$ cat src/rtl/clk_div_ctrl.sv
// Ratio-change sequencer and two-way arbiter for the integer clock divider.
// Optional CLK_DIV_CTRL_RR_EN selects round-robin arbitration (default: req0 priority).
module clk_div_ctrl #(
  parameter int unsigned SETTLE_CYCLES = 2,
  parameter logic [7:0]  RESET_RATIO   = 8'd1
) (
  input  logic       I_ref_clk,
  input  logic       I_rst_n,
  input  logic       I_req0,
  input  logic [7:0] I_ratio0,
  input  logic       I_req1,
  input  logic [7:0] I_ratio1,
  output logic       o_ack0,
  output logic       o_ack1,
  output logic       o_clk_en,
  output logic [7:0] o_div_ratio,
  output logic       o_busy,
  output logic       o_grant_id
);

  localparam logic [2:0] ST_IDLE   = 3'd0;
  localparam logic [2:0] ST_DRAIN  = 3'd1;
  localparam logic [2:0] ST_LOAD   = 3'd2;
  localparam logic [2:0] ST_SETTLE = 3'd3;
  localparam logic [2:0] ST_ACK    = 3'd4;

  localparam logic [7:0] SETTLE_LD = 8'(SETTLE_CYCLES);

  logic [2:0] state_q, state_d;
  logic [7:0] cnt_q, cnt_d;
  logic [7:0] ratio_q, ratio_d;
  logic [7:0] div_ratio_q, div_ratio_d;
  logic       clk_en_q, clk_en_d;
  logic       ack0_q, ack0_d;
  logic       ack1_q, ack1_d;
  logic       busy_q, busy_d;
  logic       grant_q, grant_d;
  logic       win;
  logic [7:0] win_ratio;

`ifdef CLK_DIV_CTRL_RR_EN
  logic last_q, last_d;

  // On a tie the requester not granted last time wins
  assign win = (I_req0 && I_req1) ? ~last_q : I_req1;
`else
  assign win = ~I_req0;
`endif

  assign win_ratio = win ? I_ratio1 : I_ratio0;

  always_comb begin
    state_d     = state_q;
    cnt_d       = cnt_q;
    ratio_d     = ratio_q;
    div_ratio_d = div_ratio_q;
    clk_en_d    = clk_en_q;
    grant_d     = grant_q;
    ack0_d      = 1'b0;
    ack1_d      = 1'b0;
`ifdef CLK_DIV_CTRL_RR_EN
    last_d      = last_q;
`endif
    case (state_q)
      ST_IDLE: begin
        if (I_req0 || I_req1) begin
          grant_d = win;
          ratio_d = win_ratio;
`ifdef CLK_DIV_CTRL_RR_EN
          last_d  = win;
`endif
          if (win_ratio == div_ratio_q && clk_en_q) begin
            state_d = ST_ACK;
            ack0_d  = ~win;
            ack1_d  = win;
          end else begin
            // Drain long enough for any in-flight divided half-period to finish
            state_d  = ST_DRAIN;
            clk_en_d = 1'b0;
            cnt_d    = (div_ratio_q == 8'd0) ? 8'd1 : div_ratio_q;
          end
        end
      end
      ST_DRAIN: begin
        clk_en_d = 1'b0;
        if (cnt_q == 8'd1) begin
          state_d = ST_LOAD;
        end else begin
          cnt_d = cnt_q - 8'd1;
        end
      end
      ST_LOAD: begin
        div_ratio_d = ratio_q;
        cnt_d       = SETTLE_LD;
        state_d     = ST_SETTLE;
      end
      ST_SETTLE: begin
        if (cnt_q <= 8'd1) begin
          state_d  = ST_ACK;
          clk_en_d = 1'b1;
          ack0_d   = ~grant_q;
          ack1_d   = grant_q;
        end else begin
          cnt_d = cnt_q - 8'd1;
        end
      end
      ST_ACK: begin
        state_d = ST_IDLE;
      end
      default: begin
        state_d = ST_IDLE;
      end
    endcase
    busy_d = (state_d != ST_IDLE);
  end

  always_ff @(posedge I_ref_clk or negedge I_rst_n) begin
    if (!I_rst_n) begin
      state_q     <= ST_IDLE;
      cnt_q       <= 8'd0;
      ratio_q     <= RESET_RATIO;
      div_ratio_q <= RESET_RATIO;
      clk_en_q    <= 1'b0;
      ack0_q      <= 1'b0;
      ack1_q      <= 1'b0;
      busy_q      <= 1'b0;
      grant_q     <= 1'b0;
    end else begin
      state_q     <= state_d;
      cnt_q       <= cnt_d;
      ratio_q     <= ratio_d;
      div_ratio_q <= div_ratio_d;
      clk_en_q    <= clk_en_d;
      ack0_q      <= ack0_d;
      ack1_q      <= ack1_d;
      busy_q      <= busy_d;
      grant_q     <= grant_d;
    end
  end

`ifdef CLK_DIV_CTRL_RR_EN
  always_ff @(posedge I_ref_clk or negedge I_rst_n) begin
    if (!I_rst_n) begin
      last_q <= 1'b1;
    end else begin
      last_q <= last_d;
    end
  end
`endif

  assign o_ack0      = ack0_q;
  assign o_ack1      = ack1_q;
  assign o_clk_en    = clk_en_q;
  assign o_div_ratio = div_ratio_q;
  assign o_busy      = busy_q;
  assign o_grant_id  = grant_q;

endmodule

$ cat config.mk
export PLATFORM = sky130hd
export DESIGN_NAME = clk_div_ctrl
export DESIGN_NICKNAME = d
export VERILOG_FILES = /design/src/rtl/clk_div_ctrl.sv
export SDC_FILE = /design/constraint.sdc
export NUM_CORES = 1
export LEC_CHECK = 0
export BUFFER_PORTS_ARGS = -buffer_cell sky130_fd_sc_hd__buf_2
export CORE_ASPECT_RATIO = 1.25
export CORE_MARGIN = 4
export CORE_UTILIZATION = 45
export CTS_BUF_LIST = sky130_fd_sc_hd__clkbuf_16
export CTS_CLUSTER_DIAMETER = 200
export DETAILED_ROUTE_END_ITERATION = 10
export GPL_ROUTABILITY_DRIVEN = 0
export PLACE_DENSITY_LB_ADDON = 0.2
export SLEW_MARGIN = 25
export SYNTH_ARGS = -nofsm -noshare
export SYNTH_HDL_FRONTEND = slang
export SYNTH_SLANG_ARGS = --single-unit
$ cat constraint.sdc
create_clock -name I_ref_clk -period 1.9 [get_ports I_ref_clk]
set_input_delay 0.19 -clock I_ref_clk [delete_from_list [all_inputs] [get_ports I_ref_clk]]
set_output_delay 0.19 -clock I_ref_clk [all_outputs]
set_load 0.05 [all_outputs]
==> results of run 1 <==
==> worst max-delay path, delay by kind of cell (launching register included) <==
kind	cells	cell delay [ns]
multiplexers	1	0.26
XOR/XNOR	1	0.11
flip-flops	1	0.37
AND/OR/NAND/NOR	3	1.01
AO/OA/AOI/OAI	1	0.07
==> sequential cells by signal, summed over array words and instances (netlist names) <==
| signal | flops |
|---|---|
| cnt_q | 8 |
| o_ack0 | 1 |
| o_ack1 | 1 |
| o_busy | 1 |
| o_clk_en | 1 |
| o_div_ratio | 8 |
| o_grant_id | 1 |
| ratio_q | 8 |
| state_q | 3 |
==> where the power goes <==
part / internal, W / switching, W
sequential: 0.000987 / 0.000251
clock: 0.000608 / 0.000277
combinational: 0.000744 / 0.00110
==> per-stage QoR <==
stage	TNS (ns)	area, um^2	instances	util
global route	-0.1650	2251	265	0.6299
floorplan	-0.07399	1732	170	-
CTS	-0.02674	2238	265	0.6264
finish	-0.04037	2251	265	0.6299
detailed placement	-0.4901	2066	256	0.5781
global placement	-0.03565	2066	256	0.5781
==> layout by cell type, fill, tap and decap left out, types with 3 or more instances in the layout <==
cell	n
a21oi_1	8
buf_2	32
buf_4	21
clkbuf_16	5
dfrtp_1	28
inv_1	3
mux2_2	8
mux2i_1	7
nand2_1	16
nand3_1	10
nor2_1	8
nor3_1	5
o211ai_1	4
o21ai_0	17
o21ai_1	3
xnor2_1	8
==> area by class of cell <==
class / count / share of cell area
Tap cell: 39 / 0.02168
Timing Repair Buffer: 54 / 0.1456
Clock buffer: 5 / 0.05559
Sequential cell: 32 / 0.3580
Clock inverter: 3 / 0.01668
Multi-Input combinational cell: 129 / 0.3974
Inverter: 3 / 0.005003
==> what timing repair did <==
item / CTS / global route
hold buffers: 1 / 0
pin swaps: 0 / 1
gates cloned: 0 / 0
endpoints found under the setup margin: 1 / 3
endpoints found under the hold margin: 23 / 0
resized for setup: 0 / 4
==> path summary, 6_finish.rpt <==
check                       startpoint             end  slack, ns
min reg2reg                 ratio_q[2]      ratio_q[2]       0.47
min in group asynchronous      I_rst_n        cnt_q[2]       0.50
max reg2reg                   cnt_q[0]        cnt_q[7]      -0.04
max                           cnt_q[0]        cnt_q[7]      -0.04
max in group asynchronous      I_rst_n  o_div_ratio[5]       0.89
min                        I_ratio1[2]      ratio_q[2]       0.25
==> metal layers <==
layer  vias up  global-route usage  routed length (um)
met5         -                   0                   0
met4         0             0.09071                  86
met3         8             0.03509                 168
met2        35              0.3239                2206
met1       745              0.2238                1794
li1        727                   -                   -
==> logic make-up (layout without fill, tap and decap cells) <==
kind of cell	count (synthesis)	after routing
compound gates	45	45
xor+xnor	10	10
fa+ha+maj	2	2
buf+inv	9	65
flops	32	32
mux	18	18
simple gates	54	54
==> run metrics, run 1 <==
Worst-Margin Slew 0.7125 ns; Vias/cell 5.717; syn avg cell area 10.13 um^2; max incr delay on CP 0.53 ns; I/O pins 33; number of slew-limit violations in the final report 0; Synth Area in Adders 0.01453; Synth Area in Simple Gates 0.1657; largest area contributor in the netlist dfrtp_1; critical path fanouts, max 2; starting density of the core 0.4818; Leak 1.030 nW; count of cell types in the netlist 41; count leader, synth dfrtp_1; clock root cell clkbuf_16; area occupied by multi-input gates 894.6 um^2; initial DRC count 38; TritonCTS Sinks 32; worst-path cell chain or4_4 > or3_4 > nor2_4 > xnor2_1 > o21ai_1 > mux2_4; initial antenna violation count 0; status finished, violations left; fmax 515.4 MHz; first-pass GRT wire length 7272 um; CP max-delay cell or4_4; die width 63.33 um; clk buf depth 2; layout cell share with drive strength beyond 1 0.3584; Max VDD drop 0.0007639 V; critical path arrival 2.10 ns; crit share post-route 1.021; # diodes 0; post-synthesis mux area share 0.1141; Tot GR Track Use 0.1887; clock latency on the worst-skew pair 0.28 ns; Vias 1515; area grow syn2layout 30.74%; Fin. Hold Viols 0; synthesized area 1722 um^2; H-tree depth 2; Setup Skew 0.005871 ns; Reg clk slew, reported paths 0.05 ns; crit path kind register to register; vias in the first global route 1534; Max-cap violations 0; WL/cell 16.06 um; die area 4886 um^2; drt total wl 4255 um; worst-case hold slack 0.2476 ns; unrepaired setup endpoints after global routing true; TritonCTS buffer count 5; storage element area 805.8 um^2; YS warnings 0; Finish-stage setup viols 1; Rows 24; Die Height 77.16 um; largest family of logic cells by synthesized area simple AND/OR/NAND/NOR gates; TritonRoute pass-1 iters 4; largest net degree at the start of global routing 33; total gr overflow 0; failing checks negative setup slack; Hold/Removal Path Class primary input to register; post-synthesis instance total 170; Port Buffers 32; commonest cells in the netlist dfrtp_1 (30), o21ai_0 (20), nand2_1 (16); EDFF count, synth 0; CTS tree built; top cells by area, synth dfrtp_1 (44%), o21ai_0 (5.8%), mux2_2 (5.2%), mux2i_1 (4.1%), xnor2_1 (4.1%); total power 0.003966 W; Power Density 1762 nW/um^2; slew margin rel. 0.5250; Post-Syn Nets 192; FILL cells 300; synthesized flop and latch total 32; Post-Place Worst Slack -0.1204 ns; core area 3573 um^2; CP required 2.06 ns; critical path launch point type register; leading register cell type out of synthesis dfrtp_1; Synth Area in XOR/XNOR 0.05087; endpoint class of the critical path register; sequential area share after synthesis 0.4666; hold path depth 3; Final nets 247; Reg2Reg Depth 6; compound-gate portion of the synthesized area 0.1628; hpwl dp 3107 um; Residual DRC 0; post-route setup slack -0.04037 ns; Synth top area share 0.4360; Final Critical Period 1.940 ns; antenna viol nets, final 0; post-synthesis async set-or-reset flop share 1.000; post-CTS setup buffers 0
No activity file was read; power rests on OpenSTA's default activity.
==> inputs of run 2 (changes only) <==
==> constraint.sdc (replaced) <==
create_clock -name I_ref_clk -period 1.9 [get_ports I_ref_clk]
set_input_delay 0.285 -clock I_ref_clk [delete_from_list [all_inputs] [get_ports I_ref_clk]]
set_output_delay 0.285 -clock I_ref_clk [all_outputs]
set_load 0.05 [all_outputs]
==> run metrics, run 2 (synthesis gave the netlist of run 1 again) <==
status finished, violations left; failing checks negative setup slack; Vias 1524; FILL cells 298; Hold/Removal Path Class primary input to asynchronous set/reset pin; # diodes 0; clock latency on the worst-skew pair 0.28 ns; die area 4886 um^2; Reg2Reg Depth 6; core area 3573 um^2; WL/cell 16.27 um; initial DRC count 77; hpwl dp 3149 um; clock root cell clkbuf_16; H-tree depth 2; critical path arrival 2.15 ns; vias in the first global route 1575; Final nets 249; slew margin rel. 0.5341; die width 63.33 um; Residual DRC 0; Final Cell Area 2272 um^2; TritonRoute pass-1 iters 4; fmax 501.5 MHz; setup slack, reg-to-reg -0.09 ns; layout cell share with drive strength beyond 1 0.3816; area grow syn2layout 31.98%; Post-Place Worst Slack -0.1387 ns; Final Critical Period 1.994 ns; Finished Layout Cells 267; number of slew-limit violations in the final report 0; Vias/cell 5.708; Placed Cells 259; first-pass GRT wire length 7383 um; hold_buf cts 0; CTS tree built; Power Density 1701 nW/um^2; I/O pins 33; Max-cap violations 0; TritonCTS buffer count 5; crit path kind register to register; Die Height 77.16 um; critical path fanouts, max 2; starting density of the core 0.4818; setup TNS -0.09411 ns; post-route setup slack -0.09411 ns; storage element area 805.8 um^2; delay-heaviest family, CP simple AND/OR/NAND/NOR gates; Finish-stage setup viols 1; Worst-Margin Slew 0.6988 ns; most common cell after layout, fill and taps aside buf_2; unrepaired setup endpoints after global routing true; Buf+Inv Stages, Crit Path 0; endpoint class of the critical path register; clk buf depth 2; Rows 24; CP max-delay cell or4_4; Fin. Hold Viols 0; Max VDD drop 0.0008266 V; Cell Area, Placed 2101 um^2; drt total wl 4345 um; worst-path cell chain or4_4 > or3_4 > nor2_4 > xnor2_2 > o21ai_1 > mux2_4; Reg clk slew, reported paths 0.05 ns; TritonCTS Sinks 32; critical path launch point type register; initial antenna violation count 0; RR Endpoint cnt_q[7]; Util after Layout 0.6359; Port Buffers 32; area occupied by multi-input gates 917.1 um^2; Tot GR Track Use 0.1936; antenna viol nets, final 0; largest net degree at the start of global routing 33; Leak 1.044 nW; Setup Skew 0.003438 ns; most frequent cells in the layout buf_2 (32), dfrtp_1 (28), buf_4 (23); r2r startpoint cnt_q[1]; CP required 2.06 ns; total gr overflow 0; crit share post-route 1.050; max incr delay on CP 0.54 ns
[run 2: repair_timing]
item / in CTS / in global routing
setup endpoints to repair: 2 / 7
resized for setup: 4 / 4
pin swaps: 1 / 3
buffers inserted: 0 / 0
hold endpoints to repair: 0 / 0
[run 2: routing by layer]
metal,part of all wire,track usage
met4,0.023,0.09935
met1,0.42,0.2274
met5,0,0
met3,0.042,0.04971
met2,0.51,0.3218
[run 2: where the power goes]
group,switching (W),internal [W],total (W)
Combinational,0.00113,0.000760,0.00189
Sequential,0.000245,0.000987,0.00123
Clock,0.000273,0.000470,0.000743
Total,0.00165,0.00222,0.00387
[run 2: final cells by class]
type / count / area share
multi-input combinational: 129 / 0.4036
sequential: 32 / 0.3546
clock buffer: 5 / 0.05507
inverter: 3 / 0.004956
clock inverter: 3 / 0.004956
timing repair buffer: 56 / 0.1553
tap: 39 / 0.02148
[run 2: worst reg2reg max path, delay by kind of cell, from the launching register on]
family	cells	cell delay [ns]
AND/OR/NAND/NOR	3	1.05
flip-flops	1	0.38
multiplexers	1	0.27
XOR/XNOR	1	0.11
AO/OA/AOI/OAI	1	0.07
[run 2: how the worst max path moves through the flow]
stage	startpoint	end	slack, ns	cells after the start
CTS	cnt_q[0]	cnt_q[7]	-0.09	6
floorplan	cnt_q[0]	cnt_q[7]	-0.04	6
global placement	I_req0	cnt_q[6]	-0.06	8
global route	cnt_q[1]	cnt_q[7]	-0.14	6
finish	cnt_q[1]	cnt_q[7]	-0.09	6
detailed placement	I_req0	cnt_q[6]	-0.14	7
[run 2: stage by stage]
stage | hold WS [ns] | power (W)
floorplan | -0.01059 | 0.002445
global placement | 0.3645 | 0.002996
detailed placement | 0.3774 | 0.003065
CTS | 0.08929 | 0.003838
global route | 0.1183 | 0.004122
finish | 0.05462 | 0.003865
